File: config.mk
export PLATFORM = sky130hd
export DESIGN_NAME = bit_serializer
export DESIGN_NICKNAME = d
export VERILOG_FILES = /design/src/rtl/bit_serializer_pkg.sv /design/src/rtl/bit_serializer.sv
export SDC_FILE = /design/constraint.sdc
export NUM_CORES = 1
export LEC_CHECK = 0
export BUFFER_PORTS_ARGS = -buffer_cell sky130_fd_sc_hd__buf_4
export CAP_MARGIN = 40
export CORE_MARGIN = 10
export CORE_UTILIZATION = 35
export DETAILED_ROUTE_END_ITERATION = 7
export GPL_TIMING_DRIVEN = 0
export PLACE_DENSITY = 0.68
export SLEW_MARGIN = 10
export SYNTH_ARGS = -nofsm -noshare
export SYNTH_HDL_FRONTEND = slang
export SYNTH_SLANG_ARGS = --single-unit
File: constraint.sdc
create_clock -name clk -period 1.8 [get_ports clk]
set_input_delay 0.45 -clock clk [delete_from_list [all_inputs] [get_ports clk]]
set_output_delay 0.45 -clock clk [all_outputs]
set_load 0.01 [all_outputs]
File: src/rtl/bit_serializer_pkg.sv
// Shared constants for the bit serializer and its downstream sequence detector.
package bit_serializer_pkg;

   localparam int DEFAULT_WIDTH = 8;

   typedef enum logic {
      ST_IDLE  = 1'b0,
      ST_SHIFT = 1'b1
   } state_t;

endpackage

File: src/rtl/bit_serializer.sv
// Parallel-to-serial streamer: valid/ready word intake, one bit per clk on x,
// gapless back-to-back words.
//
// state    | meaning
// ---------+---------------------------------------------------------
// ST_IDLE  | no word in flight, x = IDLE_LEVEL, ready for a word
// ST_SHIFT | word bits on x, cnt = index of the bit currently on x
module bit_serializer
   import bit_serializer_pkg::*;
#(
   parameter int   WIDTH      = DEFAULT_WIDTH,
   parameter bit   MSB_FIRST  = 1'b1,
   parameter logic IDLE_LEVEL = 1'b0
) (
   input  logic             clk,
   input  logic             reset,
   input  logic             clr,
   input  logic [WIDTH-1:0] din,
   input  logic             din_valid,
   output logic             din_ready,
   output logic             x,
   output logic             x_valid,
   output logic             word_done,
   output logic             busy
);

   localparam int            CW   = $clog2(WIDTH);
   localparam logic [CW-1:0] LAST = CW'(WIDTH - 1);

   state_t           state, state_nxt;
   logic [WIDTH-1:0] sreg, sreg_nxt;
   logic [CW-1:0]    cnt, cnt_nxt;
   logic             last_bit;
   logic             can_take;
   logic             xfer;

   assign last_bit = (state == ST_SHIFT) && (cnt == LAST);
   assign can_take = (state == ST_IDLE) || last_bit;
   assign xfer     = din_valid && can_take && !clr;

   // Gating with reset keeps the handshake closed for the whole reset window.
   assign din_ready = reset && can_take;
   assign busy      = (state == ST_SHIFT);
   assign x_valid   = (state == ST_SHIFT);
   assign word_done = last_bit;
   assign x         = (state == ST_SHIFT) ? (MSB_FIRST ? sreg[WIDTH-1] : sreg[0])
                                          : IDLE_LEVEL;

   always_comb begin
      state_nxt = state;
      sreg_nxt  = sreg;
      cnt_nxt   = cnt;
      if (clr) begin
         state_nxt = ST_IDLE;
         cnt_nxt   = '0;
      end else if (xfer) begin
         state_nxt = ST_SHIFT;
         sreg_nxt  = din;
         cnt_nxt   = '0;
      end else if (state == ST_SHIFT) begin
         if (last_bit) begin
            state_nxt = ST_IDLE;
            cnt_nxt   = '0;
         end else begin
            sreg_nxt = MSB_FIRST ? {sreg[WIDTH-2:0], 1'b0} : {1'b0, sreg[WIDTH-1:1]};
            cnt_nxt  = cnt + CW'(1);
         end
      end
   end

   always_ff @(posedge clk or negedge reset) begin
      if (!reset) begin
         state <= ST_IDLE;
         sreg  <= '0;
         cnt   <= '0;
      end else begin
         state <= state_nxt;
         sreg  <= sreg_nxt;
         cnt   <= cnt_nxt;
      end
   end

endmodule

==> results of run 1 <==
==> power groups by stage <==
stage	Clock [mW]	Sequential, mW	Combinational (mW)
3_5_place_dp	0	0.326	0.130
2_1_floorplan	0	0.320	0.0806
5_1_grt	0.182	0.327	0.158
4_1_cts	0.174	0.321	0.144
6_report	0.166	0.321	0.144
3_3_place_gp	0	0.325	0.127
==> through the flow <==
step / utilization / cell area [sq um] / instances / hold WS, ps
2_1_floorplan: - / 664.4 / 59 / 154.4
3_3_place_gp: 0.4624 / 815.8 / 100 / 300.5
3_5_place_dp: 0.4624 / 815.8 / 100 / 305.9
4_1_cts: 0.5213 / 919.6 / 108 / 4.084
5_1_grt: 0.5220 / 920.9 / 109 / 3.333
6_report: 0.5220 / 920.9 / 109 / 5.071
==> final cells by class <==
| type | instances | area (sq um) | area share |
|---|---|---|---|
| Inverter | 1 | 3.754 | 0.004076 |
| Sequential cell | 12 | 300.3 | 0.3261 |
| Timing Repair Buffer | 24 | 191.4 | 0.2079 |
| Tap cell | 25 | 31.28 | 0.03397 |
| Buffer | 4 | 23.77 | 0.02582 |
| Multi-Input combinational cell | 40 | 347.8 | 0.3777 |
| Clock buffer | 3 | 22.52 | 0.02446 |
==> repair_timing <==
action / in CTS / in global routing
pin swaps: 2 / 2
gates resized for setup: 10 / 1
endpoints found under the setup margin: 2 / 5
hold buffers: 0 / 0
buffers inserted: 5 / 3
==> sequential cells by signal, summed over array words and instances (netlist names) <==
name  count
busy      1
cnt       3
sreg      8
==> path summary, 6_finish.rpt <==
| kind | to | slack, ps |
|---|---|---|
| min in group clk | sreg[5] | 470 |
| hold / removal | sreg[5] | 5 |
| setup / recovery | din_ready | -70 |
| setup reg to reg | sreg[7] | 140 |
| max in group asynchronous | cnt[0] | 1630 |
| hold reg to reg | sreg[5] | 490 |
==> cell usage in the layout, fill, tap and decap left out, types with 2 or more instances in the layout <==
cell type and n:
o2bb2ai_1 7, clkbuf_4 3, dfrtp_1 12, buf_6 3
nor2_1 4, mux2i_1 2, and3b_1 7, a31oi_1 7
and2_4 2, buf_4 23
==> cell families (layout without fill, tap and decap cells) <==
kind of cell | Yosys count | in the layout | synth area share
AO/OA/AOI/OAI | 18 | 18 | 0.2241
adder cells (fa/ha/maj) | 2 | 2 | 0.03766
buffers and inverters | 7 | 32 | 0.06588
flip-flops | 12 | 12 | 0.4520
multiplexers | 2 | 2 | 0.03013
AND/OR/NAND/NOR | 18 | 18 | 0.1902
==> per-layer routing <==
layer	track usage	wire length, um
met3	0.04240	97
met2	0.1344	777
met5	0	0
met1	0.09771	763
met4	0.02459	19
==> impl_results.md, run 1 <==
- Status: finished, violations left
- Failing checks: negative setup slack
- Crit path depth: 5
- Most common cell in the netlist: dfrtp_1
- Final Critical Period: 1866 ps
- Total power: 0.6313 mW
- Cell count after synthesis: 59
- Initial antenna violation count: 0
- Syn avg cell area: 11.26 sq um
- Synthesized Nets: 73
- Worst Setup Start Kind: flip-flop
- TritonCTS clock tree: done
- Vias in the first global route: 564
- EDFF count, synth: 0
- Layout cells sized above 1: 0.4405
- Worst clock skew: 3.547 ps
- Clock sink total: 12
- Flop pwr share: 0.509
- Pre-Repair DR Iteration Count: 4
- Post-route ant nets: 0
- DR DRC count: 0
- Tcrit/Tclk final: 1.036
- Critical-path maximum fanout: 2
- Sw frac: 0.2661
- Largest delay share family, worst path: flip-flops
- Worst slack at placement: -49.97 ps
- WL per Instance: 15.20 um
- CP Class: flip-flop to output port
- Register bit total from synthesis: 12
- Peak Freq: 536.0 MHz
- Area Overhead vs Synth: 38.61%
- Die Y: 63.57 um
- Clock tree root buffer cell: clkbuf_4
- Crit-path max cell delay: 390 ps
- RSZ-0062 raised after global routing: true
- Via Count: 562
- Post-synth cell types: 22
- Dominant synthesized flop cell: dfrtp_1
- Core area: 1764 sq um
- Site Rows: 15
- Latest clock arrival within the worst-skew pair: 270 ps
- DRT iter0 DRCs: 6
- Worst setup startpoint: cnt[0]
- Worst path slowest cell: dfrtp_1
- R2R depth: 8
- Worst path bufs/invs: 1
- Share of the synthesized area in the top cell type: 0.4520
- Grt total ovfl: 0
- Final setup fails: 2
- Hold Vio Cnt, Final: 0
- Leakage power: 0.4422 nW
- Mapped Area: 664.4 sq um
- Top cells by count, synth: dfrtp_1 (12), a31oi_1 (7), and3b_1 (7), o2bb2ai_1 (7), nor2_1 (4)
- CP Cell Sequence: ha_2, ha_4, nand2b_4, and2_4, buf_6
- HP Class: input port to async pin
- Vias per inst: 5.156
- Initial Util: 0.3766
- First-pass GRT wire length: 2.746 mm
- Antenna Cells: 0
- Clock share of power: 0.263
- CTS H-tree depth: 1
- Largest net degree at the start of global routing: 14
- Seq/Total Area, Yosys: 0.4520
- Pin slew with the least headroom to its limit: 467.5 ps
- Overall routing resource usage: 0.08491
- Total of max-cap violations: 0
- FILL cells: 174
- Psw: 0.1680 mW
- Worst EP required: 1350 ps
- Synth area leader: dfrtp_1
- I/O Pins: 17
- Die span in x: 63.57 um
- CP endpoint kind: output port
- Gate power share: 0.228
- Post-detail-place hpwl: 1.102 mm
- Setup TNS: -70.71 ps
- Top cells by area, synth: dfrtp_1 (45%), and3b_1 (9.2%), o2bb2ai_1 (9.2%)
- Power per cell area: 685.5 nW/um^2
- Worst Path Arrival: 1420 ps
- Int Pwr: 0.4633 mW
- Max IR drop VDD: 583.8 uV
- Final GP Congestion: 0.7339
- Port bufs: 16
- WL final: 1.657 mm
- Post-synth ARST share: 1.000
- CTS Buf Count: 3
- Pins Over Slew Limit: 0
- Relative slew slack: 0.6883
- Final net count: 100
- Ys Warns: 0
- Reg-to-reg startpoint: cnt[0]
- DIE AREA: 4041 sq um
- Worst setup margin: -65.66 ps
- Clk buf depth: 2
- Worst-path clk slew: 70 ps
No activity file was read; power rests on OpenSTA's default activity.
==> inputs of run 2 (changes only) <==
--- a/config.mk
+++ b/config.mk
@@ -5,13 +5,14 @@
 export SDC_FILE = /design/constraint.sdc
 export NUM_CORES = 1
 export LEC_CHECK = 0
+export ABC_AREA = 1
 export BUFFER_PORTS_ARGS = -buffer_cell sky130_fd_sc_hd__buf_4
 export CAP_MARGIN = 40
 export CORE_MARGIN = 10
 export CORE_UTILIZATION = 35
 export DETAILED_ROUTE_END_ITERATION = 7
-export GPL_TIMING_DRIVEN = 0
-export PLACE_DENSITY = 0.68
+export PLACE_DENSITY = 0.67
+export SETUP_SLACK_MARGIN = 0.5
 export SLEW_MARGIN = 10
 export SYNTH_ARGS = -nofsm -noshare
 export SYNTH_HDL_FRONTEND = slang
==> impl_results.md, run 2 <==
- Post-detail-place hpwl: 1.125 mm (+2.1%)
- Pin slew with the least headroom to its limit: 475.1 ps (+7.563 ps)
- Synth Area in Simple Gates: 0.3620 (+0.1718)
- Largest register by flop count: sreg
- Final Util: 0.5649 (+0.04293)
- CTS H-tree depth: 1 (unchanged)
- Vias in the first global route: 664 (+18%)
- HP Class: input port to async pin
- Relative slew slack: 0.6821 (-0.006212)
- Adder-Cell Fraction of Synth Area: 0.03656 (-0.001102)
- Leakage power: 0.5885 nW (+33%)
- Hold_ws: 8.103 ps (+3.032 ps)
- Post-synth ARST share: 1.000 (unchanged)
- Mux cell area share after synthesis: 0 (-0.03013)
- Via Count: 661 (+18%)
- Power per cell area: 691.7 nW/um^2 (+0.90%)
- CP Class: flip-flop to output port
- Top cells by area, synth: dfrtp_1 (44%), nand2_1 (20%), inv_1 (11%)
- Hold Vio Cnt, Final: 0 (unchanged)
- Final cell count without fillers: 146 (+34%)
- EDFF count, synth: 0 (unchanged)
- TritonCTS clock tree: done
- Reg2reg setup slack: 250 ps (+110 ps)
- DIE AREA: 4124 sq um (+2.1%)
- Reg-to-reg startpoint: cnt[1]
- Final net count: 137 (+37%)
- Hold_buf cts: 0 (unchanged)
- Total of max-cap violations: 0 (unchanged)
- Pins Over Slew Limit: 0 (unchanged)
- Initial Util: 0.3839 (+0.007264)
- Dominant synthesized flop cell: dfrtp_1
- Seq/Total Area, Yosys: 0.4388 (-0.01322)
- Peak Freq: 580.5 MHz (+8.3%)
- I/O Pins: 17 (unchanged)
- Port bufs: 16 (unchanged)
- Status: finished clean
- Register bit total from synthesis: 12 (unchanged)
- Vias per inst: 4.527 (-12%)
- WL final: 1.663 mm (+0.36%)
- Clock sink total: 12 (unchanged)
- R2R depth: 10 (+2)
- Worst clock skew: 4.602 ps (+1.056 ps)
- Area Overhead vs Synth: 47.17%
- Worst EP required: 1350 ps (about the same)
- Overall routing resource usage: 0.08193 (-0.002982)
- Post-route ant nets: 0 (unchanged)
- Most common cell in the netlist: nand2_1
- Site Rows: 15 (unchanged)
- Syn avg cell area: 7.129 sq um (-37%)
- Worst-path clk slew: 70 ps (about the same)
- Top cells by count, synth: nand2_1 (37), inv_1 (20), dfrtp_1 (12), nand3_1 (7)
- Final Critical Period: 1723 ps (-142.9 ps)
- CTS Buf Count: 3 (unchanged)
- Final GP Congestion: 0.7294 (-0.61%)
- Synthesized Nets: 110 (+51%)
- Worst setup margin: 77.20 ps (+142.9 ps)
- Cell count after synthesis: 96 (+63%)
- Largest family of logic cells by synthesized area: simple AND/OR/NAND/NOR gates
- Latest clock arrival within the worst-skew pair: 270 ps (about the same)
- Grt total ovfl: 0 (unchanged)
- Synth Area in XOR/XNOR: 0 (unchanged)
- Worst slack at placement: 342.4 ps (+392.4 ps)
- Share of the synthesized area in the top cell type: 0.4388 (-0.01322)
- Worst Setup Start Kind: flip-flop
- Complex-gate fraction of the synthesized area: 0.01463 (-0.2095)
- Post-synth cell types: 14 (-36%)
- Synth area leader: dfrtp_1
- WL per Instance: 11.39 um (-25%)
- Clock tree root buffer cell: clkbuf_4
- Pre-Repair DR Iteration Count: 4 (unchanged)
- DR DRC count: 0 (unchanged)
- Layout cells sized above 1: 0.3719 (-0.06858)
- Ys Warns: 0 (unchanged)
- Antenna Cells: 0 (unchanged)
- DRT iter0 DRCs: 14 (+8)
- Worst Path Arrival: 1270 ps (-150 ps)
- Largest register FFs: 8 (unchanged)
- Largest net degree at the start of global routing: 14 (unchanged)
- Initial antenna violation count: 0 (unchanged)
- Worst R2R End: sreg[4]
- Critical-path maximum fanout: 3 (+1)
- Most frequent cells in the layout: nand2_1 (32), buf_4 (22), inv_1 (20)
- Clk buf depth: 2 (unchanged)
- CP endpoint kind: output port
- Placed cells: 135 (+35%)
- Core area: 1783 sq um (+1.1%)
- Die span in x: 64.22 um (+1.0%)
- RSZ-0062 raised after global routing: true
- Most common cell after layout, fill and taps aside: nand2_1
- Final setup fails: 0 (-2)
- Mapped Area: 684.4 sq um (+3.0%)
- Setup TNS: 0 ps (+70.71 ps)
- Max IR drop VDD: 326.0 uV (-44%)
- Die Y: 64.22 um (+1.0%)
- Tcrit/Tclk final: 0.9571 (-0.07937)
- First-pass GRT wire length: 2.794 mm (+1.7%)
==> run 2: cell types whose count changed in the layout (fill, tap and decap cells not counted), moves of 7 or more <==
cell and delta:
inv_1 +19, o2bb2ai_1 -7, nand3_1 +7, nand2_1 +31
a31oi_1 -7, and3b_1 -7
==> run 2: kinds of logic after synthesis <==
kind of cell | count (synthesis)
compound gates | 2
fa+ha+maj | 2
buf+inv | 25
flops | 12
simple gates | 55
==> run 2: worst max-delay path by stage <==
stage	start	to	slack (ps)	cells after the start
final	cnt[1]	din_ready	80	5
after global routing	cnt[1]	din_ready	20	5
after CTS	cnt[0]	din_ready	70	5
after detailed placement	cnt[0]	din_ready	340	5
after global placement	cnt[0]	din_ready	370	5
after floorplan	cnt[0]	din_ready	500	4
==> run 2: metal layers <==
layer / up-vias / global-route usage / wire (um) / share of wire
met5: - / 0 / 0 / 0
met4: 0 / 0.04011 / 29 / 0.017
met3: 4 / 0.02613 / 109 / 0.066
met2: 16 / 0.1244 / 787 / 0.47
met1: 302 / 0.1018 / 737 / 0.44
li1: 339 / - / - / -
==> run 2: timing repair <==
action / in CTS / in global routing
pin swaps: 2 / 3
cloned: 1 / 0
setup endpoints to repair: 14 / 15
resized for setup: 11 / 11
buffers inserted: 5 / 2
==> run 2: cell type report <==
type / count / area (sq um)
flip-flops and latches: 12 / 301.5
fillers: 181 / 775.7
well taps: 25 / 31.28
clock buffers: 3 / 22.52
repair buffers: 23 / 176.4
inverters: 23 / 101.3
multi-input cells: 60 / 374.1
==> run 2: metrics by stage <==
stage                     power (mW)  instance area, sq um
after detailed placement      0.4889                 840.8
after global placement        0.4847                 840.8
after floorplan               0.4341                 704.4
after CTS                     0.6781                 954.7
final                         0.6967                  1007
after global routing          0.7485                  1007
==> run 2: critical path, cell delays in order, from the launching register on <==
cell and delay [ps]:
dfrtp_1 380, ha_2 200, ha_4 170, nor2_4 80
nor2_2 40, buf_4 130
==> run 2: report_power, final <==
group / internal [mW] / leakage, nW / switching (mW) / total [mW]
Clock: 0.0774 / 0.0138 / 0.0858 / 0.163
Sequential: 0.309 / 0.157 / 0.0273 / 0.336
Combinational: 0.0908 / 0.418 / 0.107 / 0.198
